===== config.mk =====
export PLATFORM = sky130hd
export DESIGN_NAME = montgomery_exp_ctrl
export DESIGN_NICKNAME = d
export VERILOG_FILES = /design/src/rtl/montgomery_exp_ctrl.sv
export SDC_FILE = /design/constraint.sdc
export NUM_CORES = 1
export LEC_CHECK = 0
export CAP_MARGIN = 20
export CELL_PAD_IN_SITES_DETAIL_PLACEMENT = 0
export CELL_PAD_IN_SITES_GLOBAL_PLACEMENT = 1
export CORE_AREA = 2 2 349 351
export DETAILED_ROUTE_END_ITERATION = 10
export DIE_AREA = 0 0 351 353
export PLACE_DENSITY_LB_ADDON = 0.25
export SLEW_MARGIN = 20
export SYNTH_ARGS = -nofsm -noshare
export SYNTH_HDL_FRONTEND = slang
export SYNTH_SLANG_ARGS = --single-unit

===== constraint.sdc =====
create_clock -name clock -period 3.7 [get_ports clock]
set_clock_uncertainty 0.05 [all_clocks]
set_input_delay 0.925 -clock clock [delete_from_list [all_inputs] [get_ports clock]]
set_output_delay 0.925 -clock clock [all_outputs]
set_load 0.03 [all_outputs]

===== src/rtl/montgomery_exp_ctrl.sv =====
// Left-to-right square-and-multiply sequencer for a shared Montgomery multiplier.
// Routes operands and counts exponent bits; all arithmetic happens in the multiplier.
module montgomery_exp_ctrl #(
    parameter int unsigned W  = 128,
    parameter int unsigned EW = 128
) (
    input  logic          clock,
    input  logic          reset,
    input  logic          io_in_valid,
    output logic          io_in_ready,
    input  logic [W-1:0]  io_in_base,
    input  logic [EW-1:0] io_in_exp,
    input  logic [W-1:0]  io_in_one,
    output logic          io_out_valid,
    input  logic          io_out_ready,
    output logic [W-1:0]  io_out_result,
    output logic          io_busy,
    output logic          io_mm_req,
    output logic [W-1:0]  io_mm_a,
    output logic [W-1:0]  io_mm_b,
    input  logic          io_mm_done,
    input  logic [W-1:0]  io_mm_res
);

    localparam int unsigned CntW = (EW > 1) ? $clog2(EW) : 1;
    localparam logic [CntW-1:0] CntMax = CntW'(EW - 1);

    typedef enum logic [2:0] {
        StIdle,
        StScan,
        StSqr,
        StSqrWait,
        StMul,
        StMulWait,
        StNext,
        StDone
    } state_e;

    state_e          state_q, state_d;
    logic [W-1:0]    base_q, base_d;
    logic [W-1:0]    one_q, one_d;
    logic [W-1:0]    acc_q, acc_d;
    logic [EW-1:0]   exp_q, exp_d;
    logic [CntW-1:0] cnt_q, cnt_d;
    logic            exp_bit;

    assign exp_bit = exp_q[cnt_q];

    always_ff @(posedge clock) begin
        if (reset) begin
            state_q <= StIdle;
            base_q  <= '0;
            one_q   <= '0;
            acc_q   <= '0;
            exp_q   <= '0;
            cnt_q   <= '0;
        end else begin
            state_q <= state_d;
            base_q  <= base_d;
            one_q   <= one_d;
            acc_q   <= acc_d;
            exp_q   <= exp_d;
            cnt_q   <= cnt_d;
        end
    end

    always_comb begin
        state_d = state_q;
        base_d  = base_q;
        one_d   = one_q;
        acc_d   = acc_q;
        exp_d   = exp_q;
        cnt_d   = cnt_q;

        unique case (state_q)
            StIdle: begin
                if (io_in_valid) begin
                    base_d  = io_in_base;
                    exp_d   = io_in_exp;
                    one_d   = io_in_one;
                    cnt_d   = CntMax;
                    state_d = StScan;
                end
            end
            StScan: begin
                // Reaching bit 0 with no set bit found means exp == 0.
                if (exp_bit) begin
                    acc_d = base_q;
                    if (cnt_q == '0) begin
                        state_d = StDone;
                    end else begin
                        cnt_d   = cnt_q - 1'b1;
                        state_d = StSqr;
                    end
                end else if (cnt_q == '0) begin
                    acc_d   = one_q;
                    state_d = StDone;
                end else begin
                    cnt_d = cnt_q - 1'b1;
                end
            end
            StSqr: begin
                state_d = StSqrWait;
            end
            StSqrWait: begin
                if (io_mm_done) begin
                    acc_d   = io_mm_res;
                    state_d = exp_bit ? StMul : StNext;
                end
            end
            StMul: begin
                state_d = StMulWait;
            end
            StMulWait: begin
                if (io_mm_done) begin
                    acc_d   = io_mm_res;
                    state_d = StNext;
                end
            end
            StNext: begin
                if (cnt_q == '0) begin
                    state_d = StDone;
                end else begin
                    cnt_d   = cnt_q - 1'b1;
                    state_d = StSqr;
                end
            end
            StDone: begin
                if (io_out_ready) begin
                    state_d = StIdle;
                end
            end
            default: state_d = StIdle;
        endcase
    end

    // Operands derive from registers that only change on the done edge, so they
    // stay stable from the request cycle through the done cycle.
    always_comb begin
        io_mm_a = '0;
        io_mm_b = '0;
        unique case (state_q)
            StSqr, StSqrWait: begin
                io_mm_a = acc_q;
                io_mm_b = acc_q;
            end
            StMul, StMulWait: begin
                io_mm_a = acc_q;
                io_mm_b = base_q;
            end
            default: ;
        endcase
    end

    assign io_in_ready   = (state_q == StIdle) && !reset;
    assign io_busy       = (state_q != StIdle);
    assign io_out_valid  = (state_q == StDone);
    assign io_out_result = (state_q == StDone) ? acc_q : '0;
    assign io_mm_req     = (state_q == StSqr) || (state_q == StMul);

endmodule


==> Word-level counts from Yosys, hierarchy flattened <==
Cells that the tools add are included.
{ "totals": {"inputBits": 517, "regBits": 522, "output_inout_bits": 388} }
{ "op_classes": {"reduce_logical": 17, "n_eq_ne": 14, "muxes": 21, "addsub": 1, "order_cmp": 1} }
{ "op_table": {"columns": ["cell", "n"], "rows": [
  ["2-to-1 mux 128 bit", 5],
  ["one-hot mux 128 bit (2 select lines)", 2],
  ["one-hot mux 3 bit (8 select lines)", 1],
  ["2-to-1 mux 3 bit", 7],
  ["2-to-1 mux 7 bit", 2],
  ["one-hot mux 7 bit (2 select lines)", 1],
  ["== test 3 bit, second input constant", 4],
  ["less-than comparator 7 x 8 -> 1 bit, second input constant", 1],
  ["inequality test 2 bit, second input constant", 4],
  ["OR reduction 2 bit", 4],
  ["binary-select mux 1 bit (select 7 bit)", 1],
  ["logical NOT 7 bit", 1],
  ["subtractor 7 x 1 -> 7 bit, second input constant", 1],
  ["== test 3 x 2 -> 1 bit, second input constant", 2],
  ["AND reduction 3 bit", 2],
  ["AND reduction 5 bit", 1],
  ["inequality test 2 x 1 -> 1 bit, second input constant", 2],
  ["nonzero test 2 bit", 2],
  ["OR reduction 4 bit", 1],
  ["== test 3 x 1 -> 1 bit, second input constant", 1],
  ["logical NOT 3 bit", 1],
  ["inequality test 3 bit, second input constant", 1],
  ["nonzero test 3 bit", 1],
  ["2-to-1 mux 2 bit", 1],
  ["other kinds (5)", 5]
]} }

==> Logic depth before layout (Yosys ltp) <==
Gate-level depths: netlist of the first run.
{ "logic_depth": {"word_depth": 5, "ltp_mapped": 13, "mapped_depth_nobuf": 8} }

==> Worst setup path before layout of the first run <==
No wires, ideal clock.
{ "synth_timing": {"kind": "flip-flop to flip-flop", "startpoint": "register cnt_q[0]", "endpoint": "register state_q[0]", "path_stages_with_launch": 12, "setup_slack_ns": 0.849, "setup_ns": 0.088, "path_buffers": 4, "arrival_ns": 2.713, "path_cell_list": "dfxtp_1 -> buf_6 -> buf_8 -> mux4_2 -> mux2_2 -> a2111oi_4 -> o32ai_1 -> o21a_1 -> buf_6 -> buf_6 -> a211o_1 -> a311oi_2"} }
{ "synth_between": {"elab_chain_cells": 4, "word_cells_on_any_way": 8} }
{ "synth_lines": {"columns": ["item", "line", "rtl"], "rows": [
  ["start, declared", "44", "logic [CntW-1:0] cnt_q, cnt_d;"],
  ["start signal, assigned", "63", "cnt_q <= cnt_d;"],
  ["binary-select mux 1 bit (select 7 bit) or logical NOT 7 bit (tied branches)", null, null],
  ["2-to-1 mux 1 bit (implied by the code) or 2-to-1 mux 3 bit (tied branches)", "47, 89, 121", null],
  ["2-to-1 mux 3 bit or inequality test 3 bit (tied branches)", null, null],
  ["one-hot mux 3 bit (8 select lines) or AND reduction 5 bit (tied branches)", null, null],
  ["end signal, assigned", "51", "state_q <= StIdle;"],
  ["end signal, assigned", "58", "state_q <= state_d;"],
  ["end, declared", "39", "state_e state_q, state_d;"]
]} }
Parallel ways exist; a longest one is shown, timed or not. The select of a mux whose other input is x is not followed.
A chain may end at the register's enable or synchronous reset.

==> Worst setup path after layout of the first run <==
{ "layout_timing": {"startpoint": "register state_q[2]", "endpoint": "output io_mm_b[13]"} }
{ "layout_between": {"elab_chain_cells": 3, "word_cells_on_any_way": 7} }
{ "layout_lines": {"columns": ["item", "line", "rtl"], "rows": [
  ["== test 3 bit or == test 3 x 2 -> 1 bit (tied branches)", "142", "unique case (state_q)"],
  ["OR reduction 2 bit", null, null],
  ["one-hot mux 128 bit (2 select lines) (*)", "142", null],
  ["end, declared", "20", "output logic [W-1:0] io_mm_b,"]
]} }
Mark *: on every way between the ends. The rest lies on a longest branch, timed or not.

==> results of run 1 <==
## worst register-to-register path: stages, from the launching register on
cell	delay (ps)
dfxtp_2	500
buf_12	210
mux4_2	570
a22o_1	280
nor4b_1	470
a221oi_4	150
o2111ai_1	400
and3b_4	310
buf_12	290
a32o_1	260
## per-stage QoR
stage	TNS (ps)	setup WS [ps]	hold slack [ps]	total power, mW	instances
after global routing	-28.3	-24.8	411	26.4	5607
after global placement	0	104	392	18.2	5465
after CTS	0	0.394	404	25.3	5589
after detailed placement	0	0.950	397	18.2	5465
after floorplan	0	849	383	13.5	3170
final	0	124	402	25.1	5615
## power by group through the flow
stage | combinational, mW | clock, mW | sequential, mW
floorplan | 6.24 | 0 | 7.22
global placement | 10.4 | 0 | 7.73
detailed placement | 10.5 | 0 | 7.74
CTS | 10.6 | 7.08 | 7.62
global route | 11.4 | 7.31 | 7.75
finish | 10.6 | 6.87 | 7.62
## worst paths after layout
kind,endpoint,slack (ps),cells after the start
max,io_mm_b[13],120,6
min,one_q[51],400,2
max reg2reg,acc_q[33],170,9
min reg2reg,one_q[51],400,2
## state kept, by name, summed over array words and instances (netlist names)
name and count:
acc_q 128, base_q 128, exp_q 128, one_q 128
cnt_q 7, state_q 3
## cell usage after synthesis, drive strengths merged, types with 3 or more instances
library cell	number
nand2	782
dfxtp	522
a21oi	395
and2	261
o211ai	256
clkbuf	235
inv	133
a22o	132
or2	129
a32o	128
buf	79
mux4	23
mux2i	17
nor2	10
nor2b	5
a211oi	4
mux2	4
nor3	4
o21ai	4
o22ai	4
a2111oi	3
nand2b	3
xor2	3
## cells by family (layout without fill, tap and decap cells)
group,Yosys count,count (layout),share of synthesized area
and+or+nand+nor,1209,1209,0.222
adders and majority gates,1,1,0.000495
buffers and inverters,447,1243,0.0717
AOI/OAI and AO/OA,943,943,0.262
DFF,522,522,0.414
muxes,44,44,0.0290
other,0,24,0
xor gates and xnor gates,4,4,0.00139
## timing repair
item	in CTS	in global routing
pin swaps	0	1
gates cloned	2	1
gates resized for setup	81	72
setup buffers	2	1
endpoints found under the setup margin	142	90
## area by class of cell
class,instances,share of cell area
multi-input combinational,2201,0.340
sequential,522,0.271
timing repair buffer,990,0.263
tap,1625,0.0527
clock inverter,15,0.00434
clock buffer,105,0.0543
inverter,133,0.0129
antenna,24,0.00156
## layer usage
metal	vias up	track usage	part of all wire
met4	46	0.0682	0.028
met2	756	0.356	0.47
met3	199	0.0518	0.063
li1	12494	-	-
met1	12869	0.280	0.44
met5	-	0	0.0023
==> results.md, run 1 <==
* Status: finished, final reports clean
* Synth top area cells: dfxtp_1 (41%), nand2_1 (12%), a21oi_1 (7.8%)
* Max Freq at 280 MHz
* Worst-skew pair later-pin latency at 630 ps
* CTS tree: built
* Psw at 10.8 mW
* Largest net degree at the start of global routing at 163
* Lkg Pwr at 15.2 nW
* Max clock buf depth at 3
* Crit path capture type: primary output
* Final Hold Fails at 0
* R2R Path Start: cnt_q[0]
* Yosys top cell by area: dfxtp_1
* Initial Utilization at 0.209
* Most common cell after layout, fill and taps aside: nand2_1
* Synthesized flop and latch total at 522
* Part of the power in registers at 0.304
* Tcrit/Tclk final at 0.967
* Final WL at 141,000 um
* CTS Buf Count at 70
* Slew headroom at 0.302
* Die Span Y at 353 um
* Final Max Slew Viols at 0
* H-tree Lvls at 3
* # rows at 128
* Synthesized Nets at 3,688
* Vias in the first global route at 25,853
* Crit path time final at 3580 ps
* Slowest stage delay, CP at 760 ps
* Syn. warnings at 0
* DPL Wire Length at 101,000 um
* Cell Area, Synth at 25,300 sq um
* Comb power frac at 0.422
* Vias per cell at 4.70
* Fin nets at 4,436
* Worst Hold Launch: one_q[51]
* Fraction of registers with async set/reset at 0
* Max-cap check violation count at 0
* Worst Tran Pin Value at 1050 ps
* Top_reg_cell synth: dfxtp_1
* Placed Area at 36,000 sq um
* Final Wtd Congestion at 0.827
* Crit-path max FO at 29
* Maximum vdd drop at 0.617 mV
* Storage cell area at 10,500 sq um
* Number of flops mapped to enable cells by yosys at 0
* Router iterations before antenna repair at 4
* Sequential-to-total area share from yosys stat at 0.414
* Switch share at 0.429
* # setup viols final at 0
* Critical Path RT at 2720 ps
* Initial antenna violation count at 49
* IO Port Bufs at 904
* CORE AREA at 121,000 sq um
* Internal power at 14.3 mW
* Slowest cell on the critical path: clkdlybuf4s50_1
* Synth top area share at 0.414
* Design Area, Final at 38,600 sq um
* Hold WC Path Type: reg -> reg
* Cell Pwr Density at 649 nW/um^2
* Die ar. at 124,000 sq um
* Hold Buf Count CTS at 0
* DR vias at 26,364
* Starting DRT DRC Count at 1,715
* First-pass GRT wire length at 197,000 um
* # DRC at 0
* Most used cell, CP: buf_12
* Multi-input logic area at 13,100 sq um
* Area Growth Syn to Fin at 52.8%
* Layout cells sized above 1 at 0.130
* Setup crit start: state_q[2]
* Clk Tree Root Cell: clkbuf_16
* CP arrival at 2600 ps
* Clk network pwr share at 0.274
* Total track usage at 0.217
* Routed Antenna Nets at 0
* Top delay family on crit path: buffers and inverters
* Syn avg cell area at 7.97 sq um
* RSZ-0062 raised after global routing: yes
* WS Path Type: reg -> out
* Worst-path clk slew at 50 ps
* Worst setup SP type: flip-flop
* Die X at 351 um
* Filler cell count in the final layout at 13,011
* Ports at 905
* GRT Residual Overflow at 0
* Layout Utilization at 0.320
* Yosys cell types at 57
* Cell Chain, Critical Path: buf_6 -> nor2b_4 -> buf_12 -> buf_12 -> a22o_1 -> clkdlybuf4s50_1
* TritonCTS Sinks at 522
* Most frequent cells in the layout: nand2_1 (780), clkdlybuf4s50_1 (618), dfxtp_1 (518)
* WL per Instance at 25.0 um
* WP buf/inv at 4
* Syn Inst Count at 3,170
Power figures use the tool's default switching activity.
==> run 2: changes to the inputs <==
--- a/config.mk
+++ b/config.mk
@@ -12,7 +12,6 @@
 export DETAILED_ROUTE_END_ITERATION = 10
 export DIE_AREA = 0 0 351 353
 export PLACE_DENSITY_LB_ADDON = 0.25
-export SLEW_MARGIN = 20
 export SYNTH_ARGS = -nofsm -noshare
 export SYNTH_HDL_FRONTEND = slang
 export SYNTH_SLANG_ARGS = --single-unit
==> results of run 2 <==
No change in the layout: final DEF, timing and power equal those of run 1.
